===== config.mk =====
export PLATFORM = sky130hd
export DESIGN_NAME = seven_seg_scanner
export DESIGN_NICKNAME = d
export VERILOG_FILES = /design/src/rtl/seven_seg_scanner_pkg.sv /design/src/rtl/seg7_decode.sv /design/src/rtl/seven_seg_scanner.sv
export SDC_FILE = /design/constraint.sdc
export NUM_CORES = 1
export LEC_CHECK = 0
export ABC_CLOCK_PERIOD_IN_PS = 4700
export CORE_MARGIN = 4
export CORE_UTILIZATION = 40
export DETAILED_ROUTE_END_ITERATION = 6
export PLACE_DENSITY_LB_ADDON = 0.12
export SLEW_MARGIN = 5
export SYNTH_ARGS = -nofsm -noshare
export SYNTH_HDL_FRONTEND = slang
export SYNTH_SLANG_ARGS = --single-unit

===== constraint.sdc =====
create_clock -name clk -period 4.7 [get_ports clk]
set_input_delay 0.705 -clock clk [delete_from_list [all_inputs] [get_ports clk]]
set_output_delay 0.705 -clock clk [all_outputs]
set_load 0.03 [all_outputs]

===== src/rtl/seven_seg_scanner_pkg.sv =====
// Shared segment encodings, slot indices and BCD word layout for the seven-segment scanner.
// All segment patterns are active low, ordered {g,f,e,d,c,b,a}.
package seven_seg_scanner_pkg;

    localparam logic [6:0] SEG_BLANK = 7'b1111111;
    localparam logic [6:0] SEG_MINUS = 7'b0111111;
    localparam logic [6:0] SEG_E     = 7'b0000110;

    typedef enum logic [1:0] {
        ONES     = 2'd0,
        TENS     = 2'd1,
        HUNDREDS = 2'd2,
        SIGN     = 2'd3
    } slot_t;

    typedef struct packed {
        logic       neg;
        logic [3:0] hundreds;
        logic [3:0] tens;
        logic [3:0] ones;
    } bcd_word_t;

    // 0-9 segment table; anything outside BCD range shows 'E'.
    function automatic logic [6:0] seg_table(input logic [3:0] digit);
        logic [6:0] s;
        case (digit)
            4'd0:    s = 7'b1000000;
            4'd1:    s = 7'b1111001;
            4'd2:    s = 7'b0100100;
            4'd3:    s = 7'b0110000;
            4'd4:    s = 7'b0011001;
            4'd5:    s = 7'b0010010;
            4'd6:    s = 7'b0000010;
            4'd7:    s = 7'b1111000;
            4'd8:    s = 7'b0000000;
            4'd9:    s = 7'b0010000;
            default: s = SEG_E;
        endcase
        return s;
    endfunction

endpackage


===== src/rtl/seg7_decode.sv =====
// Combinational digit-to-segment decoder with a blank override.
// Output is active low, {g,f,e,d,c,b,a}.
module seg7_decode (
    input  logic [3:0] digit,
    input  logic       blank,
    output logic [6:0] seg
);
    import seven_seg_scanner_pkg::*;

    always_comb begin
        seg = blank ? SEG_BLANK : seg_table(digit);
    end

endmodule


===== src/rtl/seven_seg_scanner.sv =====
// Time-multiplexed 4-digit common-anode scanner with a shadow register that is
// committed only at frame boundaries, plus optional leading-zero blanking.
module seven_seg_scanner #(
    parameter int unsigned CLK_DIV = 50000
) (
    input  logic       clk,
    input  logic       rst_n,
    input  logic       bcd_valid,
    input  logic [3:0] ones,
    input  logic [3:0] tens,
    input  logic [3:0] hundreds,
    input  logic       neg,
    input  logic       blank_lz,
    output logic [6:0] seg,
    output logic [3:0] an,
    output logic       frame_done
);
    import seven_seg_scanner_pkg::*;

    localparam int unsigned CW = (CLK_DIV > 1) ? $clog2(CLK_DIV) : 1;
    localparam logic [CW-1:0] CNT_MAX = CW'(CLK_DIV - 1);

    logic [CW-1:0] cnt_q;
    slot_t         idx_q;
    bcd_word_t     shadow_q;
    bcd_word_t     disp_q;
    logic          pending_q;
    logic [6:0]    seg_q;
    logic [3:0]    an_q;

    logic          tick;
    logic          frame_end;
    logic [3:0]    digit;
    logic          blank;
    logic [6:0]    dec_seg;
    logic [6:0]    seg_d;
    logic [3:0]    an_d;

    assign tick      = (cnt_q == CNT_MAX);
    assign frame_end = tick && (idx_q == SIGN);

    always_ff @(posedge clk or negedge rst_n) begin
        if (!rst_n) begin
            cnt_q <= '0;
            idx_q <= ONES;
        end else begin
            cnt_q <= tick ? '0 : cnt_q + 1'b1;
            if (tick) begin
                idx_q <= slot_t'(idx_q + 2'd1);
            end
        end
    end

    // A load coinciding with a commit wins pending, so the fresh data goes out next frame.
    always_ff @(posedge clk or negedge rst_n) begin
        if (!rst_n) begin
            shadow_q  <= '0;
            disp_q    <= '0;
            pending_q <= 1'b0;
        end else begin
            if (bcd_valid) begin
                shadow_q <= {neg, hundreds, tens, ones};
            end
            if (frame_end && pending_q) begin
                disp_q <= shadow_q;
            end
            if (bcd_valid) begin
                pending_q <= 1'b1;
            end else if (frame_end) begin
                pending_q <= 1'b0;
            end
        end
    end

    always_comb begin
        digit = 4'd0;
        blank = 1'b0;
        unique case (idx_q)
            ONES: begin
                digit = disp_q.ones;
            end
            TENS: begin
                digit = disp_q.tens;
                blank = blank_lz && (disp_q.hundreds == 4'd0) && (disp_q.tens == 4'd0);
            end
            HUNDREDS: begin
                digit = disp_q.hundreds;
                blank = blank_lz && (disp_q.hundreds == 4'd0);
            end
            SIGN: begin
                blank = 1'b1;
            end
        endcase
    end

    seg7_decode u_decode (
        .digit (digit),
        .blank (blank),
        .seg   (dec_seg)
    );

    always_comb begin
        seg_d = dec_seg;
        if (idx_q == SIGN) begin
            seg_d = disp_q.neg ? SEG_MINUS : SEG_BLANK;
        end
        an_d = ~(4'b0001 << idx_q);
    end

    always_ff @(posedge clk or negedge rst_n) begin
        if (!rst_n) begin
            seg_q <= SEG_BLANK;
            an_q  <= 4'b1111;
        end else begin
            seg_q <= seg_d;
            an_q  <= an_d;
        end
    end

    assign seg        = seg_q;
    assign an         = an_q;
    assign frame_done = frame_end;

endmodule


==> flow_summary.json, run 1 <==
{
  "synthToLayoutAreaGrowth_pct": 18.3,
  "cp_slowest_stage_delay_ns": 0.66,
  "via_per_inst": 5.10,
  "synth.avg_cell_area_um2": 12.6,
  "layout.nets": 263,
  "io_pins": 29,
  "final_hold_viol_count": 0,
  "ys_seq_elements": 56,
  "hpwlAfterDp_mm": 3.19,
  "fmax_mhz": 296,
  "hold_class": "in2async",
  "p_sw_mw": 0.174,
  "cts_setup_buffers": 0,
  "period_minus_slack_ns": 3.38,
  "rrSetupSlack_ns": 2.16,
  "netlist.area_leader.share_pct": 44.2,
  "fin_total_pwr_mw": 0.847,
  "outcome": "finished, final reports clean",
  "required_ns": 3.99,
  "numClockSinks": 56,
  "clock-root-buffer": "clkbuf_8",
  "crit_path_start_kind": "register",
  "rsz0062_at_grt": "false",
  "path_clk_slew_ns": 0.10,
  "reg2reg_from": "idx_q[0]",
  "setup_violations": 0,
  "yosysWarnings": 0,
  "num_rows": 28,
  "die_area_um2": 7710,
  "wl_per_cell_um": 14.2,
  "cp_num_buf_inv": 2,
  "pwr-share-seq_pct": 58.9,
  "cts_buffers": 5,
  "grt_overflow": 0,
  "synth-edff-count": 0,
  "p_leak_nw": 1.37,
  "initial_core_util_pct": 42.1,
  "grt_pass1_vias": 1583,
  "synth.most_common_cell": "dfrtp_1",
  "synth.top_cells.by_area": "dfrtp_1 44%, mux2_2 12%, dfstp_2 11%",
  "cp_cell_sequence": "ha_1 -> nand3_1 -> and4b_1 -> nand2_1 -> inv_1 -> clkdlybuf4s50_1",
  "drive_above_1_share_pct": 24.2,
  "critPathKind": "reg2out",
  "combinationalPowerShare_pct": 4.3,
  "p_int_mw": 0.673,
  "first_iter_violations": 59,
  "ctsHoldBuffers": 0,
  "routed_wl_mm": 4.42,
  "r2r_end": "seg[5]",
  "ys.flop_type": "dfrtp_1",
  "arrival_ns": 2.68,
  "htreeDepth": 2,
  "end_kind": "output pin",
  "maxCapViolations": 0,
  "vias": 1586,
  "pre_cts_ws_ns": 1.63,
  "peakVddDrop_uv": 213,
  "insertion_delay_ns": 0.31,
  "grt_max_degree": 40,
  "fp.dieH_um": 87.8,
  "place_area_um2": 2910,
  "syn_nets": 231,
  "clock_power_share_pct": 36.8,
  "place_congestion": 0.818,
  "worstPathMaxFanout": 13,
  "antenna_found_initial": 0,
  "skew_ns": 0.00824,
  "dieWidth_um": 87.8,
  "cp_top_family": "simple AND/OR/NAND/NOR gates",
  "synth_cell_type_count": 40,
  "cts.repair.resized": 0,
  "timing.final.crit_share_pct": 71.9,
  "worst_slew_pin_slew_ns": 0.923,
  "p_per_area_nw_per_um2": 281,
  "yosysSeqAreaShare_pct": 55.5,
  "slew_violations": 0,
  "drcViolationCount": 0,
  "clock_path_buffers": 2,
  "maxSlewHeadroom_pct": 38.0,
  "synth_top_cell_by_area": "dfrtp_1",
  "numPortBuffers": 28,
  "rr_worst_depth": 8,
  "core_um2": 6060,
  "cpMaxStageDelayCell": "clkdlybuf4s50_1",
  "ant_nets": 0,
  "cts_tree": "yes",
  "synthesis.area_um2": 2550,
  "fin_setup_tns_ns": 0,
  "gr-usage-all-layers_pct": 12.8,
  "fin_hold_ws_ns": 0.302,
  "design_area_um2": 3010,
  "antennaDiodeCount": 0,
  "p_sw_share_pct": 20.5,
  "synthCells": 203,
  "async_reset_ff_share_pct": 100,
  "worst_slack_ns": 1.32,
  "synth_common_cells": "45 x dfrtp_1, 27 x mux2_2, 15 x nand2_1",
  "grt_pass1_wl_mm": 7.54,
  "dr.pass1.iters": 4
}
[registers in the layout (all words and copies together), names as in the netlist]
| register | cells |
|---|---|
| cnt_q | 16 |
| disp_q | 13 |
| shadow_q | 13 |
| seg | 7 |
| an | 4 |
| idx_q | 2 |
| pending_q | 1 |
[power groups by stage]
stage / combinational (mW) / sequential (mW) / clock, mW
finish: 0.0366 / 0.498 / 0.312
detailed placement: 0.0382 / 0.508 / 0
CTS: 0.0383 / 0.499 / 0.323
floorplan: 0.0132 / 0.506 / 0
global route: 0.0412 / 0.500 / 0.339
global placement: 0.0377 / 0.507 / 0
[cells by family after synthesis]
| family | count (synthesis) | share of synthesized area [%] |
|---|---|---|
| simple gates | 54 | 12.7 |
| fa+ha+maj | 11 | 5.40 |
| compound gates | 22 | 6.28 |
| flops | 56 | 55.5 |
| xor+xnor | 11 | 3.78 |
| buf+inv | 19 | 3.24 |
| mux | 30 | 13.1 |
[metrics by stage]
| stage | cells | util [%] |
|---|---|---|
| final | 311 | 49.7 |
| after CTS | 311 | 49.7 |
| after global routing | 311 | 49.7 |
| after detailed placement | 303 | 48.0 |
| after global placement | 303 | 48.0 |
| after floorplan | 203 | - |
[cell type report]
cell class / instances / area, µm²
clock buffers: 6 / 72.6
clock inverters: 2 / 35.0
fillers: 562 / 3050
inverters: 13 / 48.8
multi-input cells: 128 / 1050
flip-flops and latches: 56 / 1420
well taps: 75 / 93.8
repair buffers: 31 / 298
[cell usage in the layout, fill, tap and decap left out, drive strengths merged, types with 2 or more instances in the layout]
cell type       n
or2             2
and3            2
inv            13
nor3            3
nor2            8
a21oi           2
mux2           27
o21ai           5
nand3           5
clkbuf          6
o211ai          2
xor2            4
clkdlybuf4s50  27
dfrtp          45
mux2i           3
dfstp          11
nand4           4
o22a            2
a31oi           2
xnor2           7
nor2b           2
buf             4
o221ai          2
nand2b          2
nor4b           3
ha             11
a222oi          4
nand2          15
[worst reg2reg max path, cell delays in order (launching register included)]
cell and delay (ns):
dfrtp_1 0.39, inv_1 0.10, ha_1 0.29, a222oi_1 0.67, or2_2 0.28, inv_1 0.07, ha_1 0.21, o31ai_1 0.29
o21ai_0 0.14
[metal layers]
metal | share of wire (%) | vias to the layer above | track usage [%] | wire (µm)
met5 | 0 | - | 0 | 0
met4 | 2.1 | 0 | 6.28 | 92
met3 | 3.8 | 8 | 2.63 | 166
met2 | 45 | 31 | 19.5 | 1970
met1 | 50 | 767 | 17.3 | 2190
li1 | - | 780 | - | -
[worst max-delay path by stage]
stage / startpoint / end / slack [ns] / cells after the start
floorplan: cnt_q[0] / frame_done / 2.41 / 6
global placement: cnt_q[0] / frame_done / 1.71 / 6
detailed placement: cnt_q[0] / frame_done / 1.63 / 6
CTS: cnt_q[0] / frame_done / 1.27 / 6
global route: cnt_q[0] / frame_done / 1.12 / 6
finish: cnt_q[0] / frame_done / 1.32 / 6
(Power assumes the default switching activity.)
==> inputs of run 2 (changes only) <==
ABC_CLOCK_PERIOD_IN_PS = 2850   (was 4700)
clock period = 2.85 ns   (was 4.7 ns; I/O delays follow)
==> flow_summary.json, run 2 (synthesis gave the netlist of run 1 again) <==
{
  "outcome": "finished, final reports clean",
  "p_sw_mw": 0.286,
  "gr-usage-all-layers_pct": 13.9,
  "maxSlewHeadroom_pct": 54.3,
  "grt_pass1_vias": 1622,
  "fp.dieH_um": 87.8,
  "core_um2": 6060,
  "peakVddDrop_uv": 212,
  "p_leak_nw": 1.37,
  "largest-register": "cnt_q",
  "maxCapViolations": 0,
  "final_hold_viol_count": 0,
  "dieWidth_um": 87.8,
  "slew_violations": 0,
  "initial_core_util_pct": 42.1,
  "pwr-share-seq_pct": 61.6,
  "critPathKind": "reg2out",
  "clock_power_share_pct": 33.7,
  "path_clk_slew_ns": 0.10,
  "worstPathMaxFanout": 6,
  "fin_setup_tns_ns": 0,
  "cts_setup_buffers": 0,
  "placedCellCount": 306,
  "largest_reg_flops": 16,
  "drcViolationCount": 0,
  "cts_tree": "yes",
  "dr.pass1.iters": 4,
  "antenna_found_initial": 0,
  "synthToLayoutAreaGrowth_pct": 19.1,
  "final_common_cell": "dfrtp_1",
  "place_congestion": 0.777,
  "grt_pass1_wl_mm": 8.24,
  "crit_path_start_kind": "register",
  "antennaDiodeCount": 0,
  "hold_class": "in2async",
  "numPortBuffers": 28,
  "timing.final.crit_share_pct": 91.2,
  "worst_slew_pin_slew_ns": 0.683,
  "p_sw_share_pct": 21.4,
  "end_kind": "output pin",
  "vias": 1634,
  "p_int_mw": 1.05,
  "required_ns": 2.42,
  "period_minus_slack_ns": 2.60,
  "wl_per_cell_um": 14.9,
  "clock_path_buffers": 2,
  "io_pins": 29,
  "layout.nets": 266,
  "via_per_inst": 5.20,
  "clock-root-buffer": "clkbuf_8",
  "fmax_mhz": 385,
  "rsz0062_at_grt": "false",
  "hpwlAfterDp_mm": 3.31,
  "insertion_delay_ns": 0.31,
  "combinationalPowerShare_pct": 4.7,
  "first_iter_violations": 62,
  "arrival_ns": 2.17,
  "routed_wl_mm": 4.68,
  "setup_violations": 0,
  "num_rows": 28,
  "p_per_area_nw_per_um2": 440,
  "cts.repair.resized": 0,
  "instances_no_fill": 314,
  "grt_max_degree": 31,
  "fill_cells": 563,
  "htreeDepth": 2,
  "ctsHoldBuffers": 0,
  "grt_overflow": 0,
  "ant_nets": 0,
  "mostFrequentLayoutCells": "45 x dfrtp_1, 27 x mux2_2, 27 x clkdlybuf4s50_1, 15 x nand2_1, 13 x inv_1",
  "skew_ns": 0.00629,
  "numClockSinks": 56,
  "cts_buffers": 5,
  "top_regs": "cnt_q: 16 flops, disp_q: 13 flops, shadow_q: 13 flops",
  "die_area_um2": 7710,
  "drive_above_1_share_pct": 25.1
}
==> run 2: changes by cell type in the layout (fill, tap and decap cells not counted) <==
cell / delta
buf_12: +1
buf_4: +2
clkinvlp_4: +1
clkinv_2: -1
clkbuf_8: +1
bufinv_16: -1
==> run 2: area by class of cell <==
class | count | area [µm²] | area share (%)
clock inverters | 1 | 7.51 | 0.247
multi-input cells | 128 | 1050 | 34.6
clock buffers | 7 | 86.3 | 2.84
repair buffers | 34 | 333 | 11.0
inverters | 13 | 48.8 | 1.61
flip-flops and latches | 56 | 1420 | 46.6
well taps | 75 | 93.8 | 3.09
==> run 2: routing by layer <==
metal / global-route usage [%] / part of all wire, % / vias up
met5: 0 / 0 / -
met4: 3.77 / 0.85 / 0
met3: 4.14 / 4.8 / 4
met2: 20.0 / 44 / 34
met1: 20.4 / 50 / 811
li1: - / - / 785
==> run 2: power by group through the flow <==
stage | Clock [mW] | Sequential [mW] | Combinational (mW)
floorplan | 0 | 0.834 | 0.0217
global placement | 0 | 0.838 | 0.0644
detailed placement | 0 | 0.838 | 0.0656
CTS | 0.467 | 0.823 | 0.0654
global route | 0.498 | 0.826 | 0.0721
finish | 0.450 | 0.822 | 0.0628
==> run 2: worst max-delay path, stage by stage, from the launching register on <==
cell and delay [ns]:
dfrtp_1 0.47, nor4b_1 0.33, and4b_1 0.25, nand2_1 0.08
inv_1 0.08, clkdlybuf4s50_1 0.66
==> run 2: path summary, 6_finish.rpt <==
| kind | start | to | slack [ns] | cells past startpoint |
|---|---|---|---|---|
| min reg2reg | disp_q[12] | seg[6] | 0.46 | 1 |
| min in group clk | disp_q[12] | seg[6] | 0.46 | 1 |
| min | rst_n | shadow_q[12] | 0.12 | 1 |
| max reg2reg | idx_q[0] | seg[6] | 0.58 | 9 |
| max | cnt_q[7] | frame_done | 0.25 | 5 |
| max in group asynchronous | rst_n | seg[0] | 2.10 | 2 |
==> run 2: per-stage QoR <==
stage / area (µm²) / hold slack, ns / utilization (%) / total power, mW / worst slack (ns)
final: 3040 / 0.120 / 50.1 / 1.33 / 0.250
after global routing: 3040 / 0.172 / 50.1 / 1.40 / 0.0766
after detailed placement: 2940 / 0.435 / 48.5 / 0.904 / 0.568
after global placement: 2940 / 0.441 / 48.5 / 0.902 / 0.612
after CTS: 3040 / 0.137 / 50.1 / 1.35 / 0.231
after floorplan: 2550 / 0.132 / - / 0.856 / 0.818
==> inputs of run 3 (changes only) <==
SLEW_MARGIN = 30   (was 5)
==> results of run 3 <==
The final DEF is identical to that of run 2; final timing and power are the same.
